===== src/rtl/fetch_sequencer_if.sv =====
// Operand-fetch bus: host request/status, data-memory read port and PE lane write port.
interface fetch_sequencer_if;
  localparam int unsigned ADDR_W = 4;
  localparam int unsigned DATA_W = 32;

  logic              START;
  logic [1:0]        DIMEN;
  logic [ADDR_W-1:0] BASE_A;
  logic [ADDR_W-1:0] BASE_B;
  logic              MEM_RD_EN;
  logic [ADDR_W-1:0] MEM_ADDR;
  logic [DATA_W-1:0] MEM_RDATA;
  logic              LANE_WE;
  logic [1:0]        LANE_SEL;
  logic              OP_SEL;
  logic [DATA_W-1:0] LANE_WDATA;
  logic              BUSY;
  logic              FETCH_DONE;

  modport master (
    output START, DIMEN, BASE_A, BASE_B, MEM_RDATA,
    input  MEM_RD_EN, MEM_ADDR, LANE_WE, LANE_SEL, OP_SEL, LANE_WDATA, BUSY, FETCH_DONE
  );

  modport slave (
    input  START, DIMEN, BASE_A, BASE_B, MEM_RDATA,
    output MEM_RD_EN, MEM_ADDR, LANE_WE, LANE_SEL, OP_SEL, LANE_WDATA, BUSY, FETCH_DONE
  );
endinterface


===== src/rtl/fetch_sequencer.sv =====
// Fetches A then B operand vectors from data memory into PE operand registers.
// Define FETCH_PIPE_EN for back-to-back reads; otherwise each read waits for its lane write.
module fetch_sequencer (
  input logic              CLK,
  input logic              RSTN,
  fetch_sequencer_if.slave bus
);
  localparam int unsigned AW = 4;
  localparam int unsigned CW = 4;
  localparam int unsigned NW = 3;
  localparam int unsigned LW = 2;

  typedef enum logic [1:0] {IDLE, ISSUE, WAIT, DONE} state_t;

  state_t          state_q, state_n;
  logic [CW-1:0]   cnt_q, cnt_n;
  logic [NW-1:0]   n_q, n_n;
  logic [AW-1:0]   base_a_q, base_a_n;
  logic [AW-1:0]   base_b_q, base_b_n;
  logic [CW-1:0]   total_q, total_n;

  logic            rd_en_q, rd_en_n;
  logic [AW-1:0]   addr_q, addr_n;
  logic            busy_q, busy_n;
  logic            done_q, done_n;
  logic            we_q;
  logic [LW-1:0]   lane_q;
  logic            op_q;
  logic            op_c;
  logic [LW-1:0]   lane_c;

  // Words per operand: DIMEN 3 aliases to 4 lanes.
  function automatic logic [NW-1:0] dimen_words(input logic [1:0] d);
    case (d)
      2'd0:    return NW'(1);
      2'd1:    return NW'(2);
      default: return NW'(4);
    endcase
  endfunction

  assign total_q = CW'({n_q, 1'b0});
  assign total_n = CW'({n_n, 1'b0});

  // Lane/operand of the read issued this cycle, registered into the write one cycle later.
  assign op_c   = (cnt_q >= CW'(n_q));
  assign lane_c = op_c ? LW'(cnt_q - CW'(n_q)) : LW'(cnt_q);

  always_comb begin
    state_n  = state_q;
    cnt_n    = cnt_q;
    n_n      = n_q;
    base_a_n = base_a_q;
    base_b_n = base_b_q;
    rd_en_n  = 1'b0;
    addr_n   = '0;
    busy_n   = 1'b0;
    done_n   = 1'b0;

    case (state_q)
      IDLE: begin
        if (bus.START) begin
          state_n  = ISSUE;
          cnt_n    = '0;
          n_n      = dimen_words(bus.DIMEN);
          base_a_n = bus.BASE_A;
          base_b_n = bus.BASE_B;
        end
      end
      ISSUE: begin
`ifdef FETCH_PIPE_EN
        // cnt reaches total on the drain cycle carrying the last lane write
        if (cnt_q == total_q) begin
          state_n = DONE;
        end else begin
          cnt_n = cnt_q + CW'(1);
        end
`else
        state_n = WAIT;
`endif
      end
      WAIT: begin
`ifdef FETCH_PIPE_EN
        state_n = IDLE;
`else
        if (cnt_q == total_q - CW'(1)) begin
          state_n = DONE;
        end else begin
          state_n = ISSUE;
          cnt_n   = cnt_q + CW'(1);
        end
`endif
      end
      DONE: begin
        state_n = IDLE;
      end
      default: begin
        state_n = IDLE;
      end
    endcase

    rd_en_n = (state_n == ISSUE) && (cnt_n < total_n);
    if (rd_en_n) begin
      if (cnt_n < CW'(n_n)) begin
        addr_n = base_a_n + AW'(cnt_n);
      end else begin
        addr_n = base_b_n + AW'(cnt_n - CW'(n_n));
      end
    end
    busy_n = (state_n != IDLE);
    done_n = (state_n == DONE);
  end

  always_ff @(posedge CLK) begin
    if (RSTN) begin
      state_q  <= IDLE;
      cnt_q    <= '0;
      n_q      <= '0;
      base_a_q <= '0;
      base_b_q <= '0;
      rd_en_q  <= 1'b0;
      addr_q   <= '0;
      busy_q   <= 1'b0;
      done_q   <= 1'b0;
      we_q     <= 1'b0;
      lane_q   <= '0;
      op_q     <= 1'b0;
    end else begin
      state_q  <= state_n;
      cnt_q    <= cnt_n;
      n_q      <= n_n;
      base_a_q <= base_a_n;
      base_b_q <= base_b_n;
      rd_en_q  <= rd_en_n;
      addr_q   <= addr_n;
      busy_q   <= busy_n;
      done_q   <= done_n;
      we_q     <= rd_en_q;
      lane_q   <= rd_en_q ? lane_c : '0;
      op_q     <= rd_en_q & op_c;
    end
  end

  assign bus.MEM_RD_EN  = rd_en_q;
  assign bus.MEM_ADDR   = addr_q;
  assign bus.LANE_WE    = we_q;
  assign bus.LANE_SEL   = lane_q;
  assign bus.OP_SEL     = op_q;
  assign bus.LANE_WDATA = bus.MEM_RDATA;
  assign bus.BUSY       = busy_q;
  assign bus.FETCH_DONE = done_q;
endmodule


===== src/flat_wrapper.sv =====
// flat-port wrapper written by rule: the top's interface ports become plain ports
module fetch_sequencer_flat 
  (CLK, RSTN, bus_START, bus_DIMEN, bus_BASE_A, bus_BASE_B, bus_MEM_RDATA, bus_MEM_RD_EN, bus_MEM_ADDR, bus_LANE_WE, bus_LANE_SEL, bus_OP_SEL, bus_LANE_WDATA, bus_BUSY, bus_FETCH_DONE);
  fetch_sequencer_if bus_i ();
  input logic CLK;
  input logic RSTN;
  input wire logic [$bits(bus_i.START)-1:0] bus_START;
  input wire logic [$bits(bus_i.DIMEN)-1:0] bus_DIMEN;
  input wire logic [$bits(bus_i.BASE_A)-1:0] bus_BASE_A;
  input wire logic [$bits(bus_i.BASE_B)-1:0] bus_BASE_B;
  input wire logic [$bits(bus_i.MEM_RDATA)-1:0] bus_MEM_RDATA;
  output wire logic [$bits(bus_i.MEM_RD_EN)-1:0] bus_MEM_RD_EN;
  output wire logic [$bits(bus_i.MEM_ADDR)-1:0] bus_MEM_ADDR;
  output wire logic [$bits(bus_i.LANE_WE)-1:0] bus_LANE_WE;
  output wire logic [$bits(bus_i.LANE_SEL)-1:0] bus_LANE_SEL;
  output wire logic [$bits(bus_i.OP_SEL)-1:0] bus_OP_SEL;
  output wire logic [$bits(bus_i.LANE_WDATA)-1:0] bus_LANE_WDATA;
  output wire logic [$bits(bus_i.BUSY)-1:0] bus_BUSY;
  output wire logic [$bits(bus_i.FETCH_DONE)-1:0] bus_FETCH_DONE;
  assign bus_i.START = bus_START;
  assign bus_i.DIMEN = bus_DIMEN;
  assign bus_i.BASE_A = bus_BASE_A;
  assign bus_i.BASE_B = bus_BASE_B;
  assign bus_i.MEM_RDATA = bus_MEM_RDATA;
  assign bus_MEM_RD_EN = bus_i.MEM_RD_EN;
  assign bus_MEM_ADDR = bus_i.MEM_ADDR;
  assign bus_LANE_WE = bus_i.LANE_WE;
  assign bus_LANE_SEL = bus_i.LANE_SEL;
  assign bus_OP_SEL = bus_i.OP_SEL;
  assign bus_LANE_WDATA = bus_i.LANE_WDATA;
  assign bus_BUSY = bus_i.BUSY;
  assign bus_FETCH_DONE = bus_i.FETCH_DONE;
  fetch_sequencer u_core (.CLK(CLK), .RSTN(RSTN), .bus(bus_i));
endmodule

===== config.mk =====
export PLATFORM = sky130hd
export DESIGN_NAME = fetch_sequencer_flat
export DESIGN_NICKNAME = d
export VERILOG_FILES = /design/src/rtl/fetch_sequencer_if.sv /design/src/rtl/fetch_sequencer.sv /design/src/flat_wrapper.sv
export SDC_FILE = /design/constraint.sdc
export NUM_CORES = 1
export LEC_CHECK = 0
export BUFFER_PORTS_ARGS = -buffer_cell sky130_fd_sc_hd__buf_2
export CAP_MARGIN = 20
export CORE_ASPECT_RATIO = 1.5
export CORE_MARGIN = 3
export CORE_UTILIZATION = 51
export CTS_CLUSTER_DIAMETER = 200
export DETAILED_ROUTE_END_ITERATION = 7
export GPL_TIMING_DRIVEN = 1
export PLACE_DENSITY = 0.86
export SLEW_MARGIN = 30
export SYNTH_ARGS = -nofsm -noshare
export SYNTH_HDL_FRONTEND = slang
export SYNTH_SLANG_ARGS = --single-unit

===== constraint.sdc =====
create_clock -name CLK -period 7.65 [get_ports CLK]
set_clock_uncertainty 0.1 [all_clocks]
set_input_delay 0 -clock CLK [delete_from_list [all_inputs] [get_ports CLK]]
set_output_delay 0 -clock CLK [all_outputs]
set_load 0.01 [all_outputs]

==> results.md, run 1 <==
- Status: finished clean
- Largest family of logic cells by synthesized area: simple AND/OR/NAND/NOR gates
- Critical path endpoint category: flop
- CP max stage delay: 0.48 ns
- Mux contribution to synthesized area: 0.0721
- Clock Tree Buf Depth: 2
- Worst Path Required: 7.73 ns
- DR WL/cell: 14.8 um
- Gpl congestion: 0.902
- Port Buffers: 23
- Number of synthesized flops with an enable pin: 0
- Crit path time final: 3.78 ns
- Core ar.: 3680 sq um
- Reg2reg path depth: 14
- Area contributors post-synth: dfxtp_1, buf_4, ha_1
- Yosys warns: 0
- Core Rows: 27
- Synth Area in Compound Gates: 0.133
- Worst-Margin Slew: 0.529 ns
- Critical Path Source: u_core.n_q[0]$_SDFF_PP0_
- Detailed Route Iter0 Violations: 40
- GRT overflow: 0
- Chip width: 56.6 um
- Yosys cell types: 51
- R2r endpoint: u_core.bus.MEM_ADDR[3]$_SDFF_PP0_
- CTS clk-pin slew, worst paths: 0.10 ns
- Yosys reg bits: 28
- Worst R2R Setup Slack: 3.87 ns
- Layout cells sized above 1: 0.189
- Critical Path Fanout Max: 5
- Critical path endpoint: u_core.bus.MEM_ADDR[3]$_SDFF_PP0_
- Ant diodes: 0
- Setup Fix Bufs, Post-CTS: 0
- Max Cap Violations: 0
- CP dominant cell by count: xnor2_1
- Post-Synth XOR/XNOR Area: 0.0530
- Vias in the first global route: 1516
- Vias per cell: 5.65
- First-pass iteration count of the detailed router: 4
- Final Cycle Share: 0.494
- Via count: 1622
- Remaining DRCs: 0
- Cts bufs inserted: 3
- Fin util: 0.633
- Leak: 1.01 nW
- Worst-path cell chain: inv_1 > ha_1 > xnor2_1 > nor4_2 > nor3b_1 > xnor2_1 > nor2_1 > fa_1 > ha_1 > a21oi_1 > xor2_1 > xnor2_1 > xnor2_1 > o22ai_2
- GRT Util Overall: 0.185
- Antenna violations before repair: 0
- Die span in y: 81.9 um
- Cell count after synthesis: 213
- RSZ-0062 raised after global routing: no
- Average cell area after synthesis: 9.20 sq um
- WL final: 4.25 mm
- DP Cell Count: 244
- Ys flop type: dfxtp_1
- Post-detailed-route count of antenna-violating nets: 0
- Worst vdd ir: 0.103 mV
- Number of non-filler instances in the completed layout: 287
- Fmax achieved: 265 MHz
- # clock sinks: 28
- Final Hold Viols: 0
- Max-slew violations: 0
- I/O Pins: 88
- Post-synth top area share: 0.286
- Async SR Flop Fraction: 0
- First-pass GRT wire length: 6.62 mm
- Starting density of the core: 0.532
- Largest net degree at the start of global routing: 21
- Setup CP Type: reg -> reg
- Pwr Density: 153 nW/um^2
- Final Setup Violations: 0
- Final net count: 309
- Die area: 4640 sq um
- Seq/Total Area, Yosys: 0.286
- P&R area growth vs syn: 18.9%
- Crit path launch type: flop
- Slowest CP cell: fa_1
- Post-Synthesis Net Count: 277
- HP Class: in -> reg
- Root Driver: clkbuf_8
- CTS tree: yes
- Post-DP HPWL: 3.01 mm
- Synth Area in Adders: 0.133
- Synth Area in Simple Gates: 0.167
- Mapped Area: 1960 sq um
- Worst R2R Start: u_core.n_q[0]$_SDFF_PP0_
- CP arrival: 3.86 ns
- Maximum level of the CTS H-tree: 1
- Max-slew headroom: 0.647
- Final setup TNS: 0 ns
- Cell taking the most area after synthesis: dfxtp_1
- Worst skew pair latency: 0.28 ns
[power breakdown]
group          leakage (nW)  switching [W]  internal [W]
sequential            0.228     0.00000398      0.000153
clock                0.0288      0.0000476     0.0000462
combinational         0.752      0.0000540     0.0000518
total                  1.01       0.000106      0.000251
[layer usage]
metal  part of all wire  vias up  global-route usage
met2               0.53       85               0.354
met4              0.037        0               0.116
li1                   -      774                   -
met3              0.072       13              0.0204
met5                  0        -                   0
met1               0.36      750               0.188
[synthesized netlist by cell type, drive strengths merged, types with 2 or more instances]
cell	count
mux2	9
nand2b	2
o21a	2
o21ai	6
a211oi	2
ha	16
buf	34
nand3	5
mux2i	4
nand2	7
nor2b	9
nor3b	2
xnor2	7
nor4	3
xor2	2
nor3	5
and2	2
inv	13
fa	3
clkbuf	2
or4	2
dfxtp	28
a21oi	9
a21o	2
nor2	17
[what timing repair did]
item,CTS,global route
hold buffers,39,0
resized for setup,0,0
hold endpoints to repair,39,0
[area by class of cell]
class	count	area [sq um]
Sequential cell	28	561
Clock buffer	4	55.1
Inverter	13	48.8
Tap cell	43	53.8
Fill cell	289	1350
Timing Repair Buffer	63	513
Multi-Input combinational cell	136	1100
[critical path, delay by kind of cell (launching register included)]
family	cells	cell delay (ns)
fa+ha+maj	3	1.11
xor+xnor	5	1.04
compound gates	2	0.27
flops	1	0.41
simple gates	3	0.67
buf+inv	1	0.06
[placed cells by master, fill, tap and decap left out, types with 2 or more instances in the layout]
cell	synthesis	final
a211oi_1	2	2
a21o_1	2	2
a21oi_1	9	9
and2_1	2	2
buf_2	1	23
clkbuf_8	0	4
dfxtp_1	28	28
dlygate4sd3_1	0	39
fa_1	3	3
ha_1	16	16
inv_1	13	13
mux2_2	9	9
mux2i_1	4	4
nand2_1	7	7
nand2b_1	2	2
nand3_1	5	5
nor2_1	17	17
nor2b_1	9	9
nor3_1	5	5
nor4_1	2	2
o21ai_0	2	2
o21ai_1	4	4
xnor2_1	7	7
xor2_1	2	2
[stage by stage]
stage	area, sq um	setup WS, ns	total power [W]	hold WS, ns
final	2330	3.87	0.000356	0.0117
after detailed placement	1890	3.91	0.000243	-0.0999
after floorplan	1960	4.16	0.000240	-0.0159
after global placement	1890	4.04	0.000240	-0.0999
after CTS	2330	3.87	0.000359	0.00644
after global routing	2330	3.57	0.000377	0.00220
[registers in the layout (all words and copies together) (netlist names)]
signal	flops
u_core.base_a_q	4
u_core.cnt_q	4
u_core.bus.MEM_ADDR	4
u_core.bus.LANE_SEL	2
u_core.n_q	3
u_core.bus.OP_SEL	1
u_core.bus.LANE_WE	1
u_core.base_b_q	4
u_core.bus.FETCH_DONE	1
u_core.bus.MEM_RD_EN	1
u_core.bus.BUSY	1
u_core.state_q	2
[how the worst min path moves through the flow]
stage / start / to / slack, ns / cells past startpoint
detailed placement: bus_MEM_RDATA[11] / bus_LANE_WDATA[11] / -0.1 / 0
global route: bus_BASE_A[2] / u_core.base_a_q[2]$_SDFF_PP0_ / 0.002 / 3
global placement: bus_MEM_RDATA[11] / bus_LANE_WDATA[11] / -0.1 / 0
finish: bus_BASE_B[1] / u_core.base_b_q[1]$_SDFF_PP0_ / 0.01 / 3
floorplan: RSTN / u_core.state_q[0]$_SDFF_PP0_ / -0.02 / 1
CTS: bus_BASE_B[1] / u_core.base_b_q[1]$_SDFF_PP0_ / 0.006 / 3
[cell families after synthesis]
group,after synthesis
compound gates,34
buf+inv,49
flops,28
xor+xnor,10
simple gates,60
fa+ha+maj,19
mux,13
Power figures use the tool's default switching activity.
==> inputs of run 2 (changes only) <==
- CORE_UTILIZATION: 51 -> 43
- PLACE_DENSITY: 0.86 -> 0.77
- clock period: 7.65 -> 3.3 ns (I/O delays scaled with it)
==> run 2 against run 1 <==
Compared with the run above: the flow now finishes with violations (negative hold slack); sequential power rose by 130%; critical path depth rose by 3; highest routed layer unchanged; flip-flop and latch count did not move; routed wire length rose by 11%; combinational power rose to 2.7 times the previous value; final area rose by 11%; via count rose by 6.0%; setup slack got worse by 3.8 ns; first-iteration DRC count did not move; largest power group unchanged; hold slack got worse by 0.014 ns; non-clock buffer count rose by 20; register-to-register slack got worse by 3.8 ns.
==> results.md, run 2 (synthesis results as in run 1) <==
- Detailed Route Iter0 Violations: 40 (unchanged)
- Hold slack: -0.00252 ns (-0.0142 ns)
- CTS clk-pin slew, worst paths: 0.09 ns (about the same)
- Worst vdd ir: 0.148 mV (+44%)
- Clock Tree Buf Depth: 2 (unchanged)
- Max-slew headroom: 0.705 (+0.0582)
- GRT overflow: 0 (unchanged)
- Commonest non-fill, non-tap cell in the layout: dlygate4sd3_1
- Crit path time final: 3.22 ns (-0.555 ns)
- Placed Area: 2060 sq um (+9.4%)
- HP Class: in -> reg
- Worst Path Required: 3.37 ns (-4.36 ns)
- Starting density of the core: 0.454 (-0.0784)
- Final Cycle Share: 0.977 (+0.483)
- Worst-Margin Slew: 0.430 ns (-0.0996 ns)
- Critical Path Fanout Max: 3 (-2)
- R2r endpoint: u_core.bus.MEM_ADDR[3]$_SDFF_PP0_
- First-pass GRT wire length: 7.32 mm (+11%)
- Antenna violations before repair: 0 (unchanged)
- Worst skew pair latency: 0.27 ns (about the same)
- Vias in the first global route: 1696 (+12%)
- Most frequent cells in the layout: dlygate4sd3_1, buf_4, dfxtp_1
- Reg2reg path depth: 17 (+3)
- GRT Util Overall: 0.179 (-0.00578)
- Met2 Wirelength: 2.58 mm (+15%)
- Gpl congestion: 0.863 (-4.3%)
- Failing checks: negative hold slack
- I/O Pins: 88 (unchanged)
- Crit path launch type: flop
- DR WL/cell: 15.3 um (+3.1%)
- Final net count: 329 (+6.5%)
- Setup CP Type: reg -> reg
- Die span in y: 88.7 um (+8.2%)
- Die area: 5420 sq um (+17%)
- Critical path endpoint category: flop
- Pwr Density: 334 nW/um^2 (+120%)
- Final Setup Violations: 0 (unchanged)
- Max-slew violations: 0 (unchanged)
- CP arrival: 3.29 ns (-0.57 ns)
- Finished layout cell area: 2580 sq um (+11%)
- Remaining DRCs: 0 (unchanged)
- WL final: 4.73 mm (+11%)
- Leak: 1.13 nW (+12%)
- Worst R2R Setup Slack: 0.08 ns (-3.80 ns)
- RSZ-0062 raised after global routing: yes
- First-pass iteration count of the detailed router: 4 (unchanged)
- Maximum level of the CTS H-tree: 1 (unchanged)
- Cts bufs inserted: 3 (unchanged)
- Status: complete, but fails checks
- CTS tree: yes
- Ant diodes: 0 (unchanged)
- Root Driver: clkbuf_8
- Post-DP HPWL: 3.36 mm (+12%)
- Top Metal Used: met4
- Core Rows: 29 (+7.4%)
- Metal-1 WL: 1.62 mm (+5.9%)
- Chip width: 61.1 um (+8.0%)
- Final Hold Viols: 1 (+1)
- Overall power: 0.000862 W (+140%)
- Worst R2R Start: u_core.n_q[0]$_SDFF_PP0_
- Critical Path Source: u_core.n_q[0]$_SDFF_PP0_
- Largest net degree at the start of global routing: 21 (unchanged)
- Core ar.: 4320 sq um (+17%)
- Port Buffers: 23 (unchanged)
- Fmax achieved: 310 MHz (+17%)
- # clock sinks: 28 (unchanged)
- Critical path endpoint: u_core.bus.MEM_ADDR[3]$_SDFF_PP0_
- Post-detailed-route count of antenna-violating nets: 0 (unchanged)
- Fill count: 357 (+24%)
- Layout cells sized above 1: 0.341 (+0.152)
- Vias per cell: 5.55 (-1.9%)
- Max Cap Violations: 0 (unchanged)
- P&R area growth vs syn: 31.5%
- Met3 WL: 338 um (+9.7%)
- Via count: 1719 (+6.0%)
-- run 2: cell count changes in the layout (fill, tap and decap cells not counted), sizes merged --
cell | previous run | this run
buf | 24 | 49
dlygate4sd3 | 39 | 34
-- run 2: through the flow --
step                 util  instances  setup WS [ns]  setup TNS (ns)
finish              0.597        310         0.0771               0
global placement    0.478        267         0.0535               0
detailed placement  0.478        267        -0.0534         -0.0534
global route        0.597        310        -0.0881         -0.0881
CTS                 0.586        309      -0.000340       -0.000340
floorplan               -        213        0.00364               0
-- run 2: layer usage --
metal,global-route usage,vias to the layer above
met4,0.116,0
li1,-,813
met5,0,-
met2,0.336,98
met3,0.0234,15
met1,0.173,793
-- run 2: final cells by class --
class                           count  area (sq um)  area share
Clock buffer                        4          55.1      0.0214
Inverter                           13          48.8      0.0189
Multi-Input combinational cell    136          1200       0.466
Sequential cell                    28           564       0.219
Tap cell                           46          57.6      0.0223
Timing Repair Buffer               83           651       0.252
-- run 2: repair_timing --
action	4_1_cts	5_1_grt
hold buffers	34	0
setup endpoints to repair	1	2
gates resized for setup	10	8
endpoints found under the hold margin	34	0
setup buffers	4	1
cloned	0	0
pin swaps	10	11
-- run 2: critical path, cell delays in order, from the launching register on --
cell and delay [ns]:
dfxtp_2 0.34, inv_2 0.06, ha_4 0.12, xor3_2 0.29, nor4_4 0.27, buf_4 0.17
nor2_2 0.04, a21oi_2 0.14, a22oi_2 0.11, ha_4 0.19, inv_1 0.07, ha_1 0.24
a21o_1 0.20, a21oi_2 0.14, xor2_1 0.20, xnor2_1 0.17, xnor2_1 0.17, o22ai_2 0.09
-- run 2: worst min path at each step --
stage	endpoint	cells after the start	from	slack [ns]
4_1_cts	u_core.base_b_q[0]$_SDFF_PP0_	3	bus_BASE_B[0]	0.002
2_1_floorplan	u_core.state_q[0]$_SDFF_PP0_	1	RSTN	-0.02
3_3_place_gp	bus_LANE_WDATA[1]	0	bus_MEM_RDATA[1]	-0.1
3_5_place_dp	bus_LANE_WDATA[1]	0	bus_MEM_RDATA[1]	-0.1
5_1_grt	u_core.base_a_q[0]$_SDFF_PP0_	3	bus_BASE_A[0]	0.02
6_report	u_core.base_a_q[0]$_SDFF_PP0_	3	bus_BASE_A[0]	-0.003
-- run 2: where the power goes --
| group | total [W] | internal [W] | switching, W |
|---|---|---|---|
| clock | 0.000212 | 0.000107 | 0.000105 |
| sequential | 0.000360 | 0.000354 | 0.00000590 |
| combinational | 0.000290 | 0.000145 | 0.000146 |
| total | 0.000862 | 0.000606 | 0.000257 |
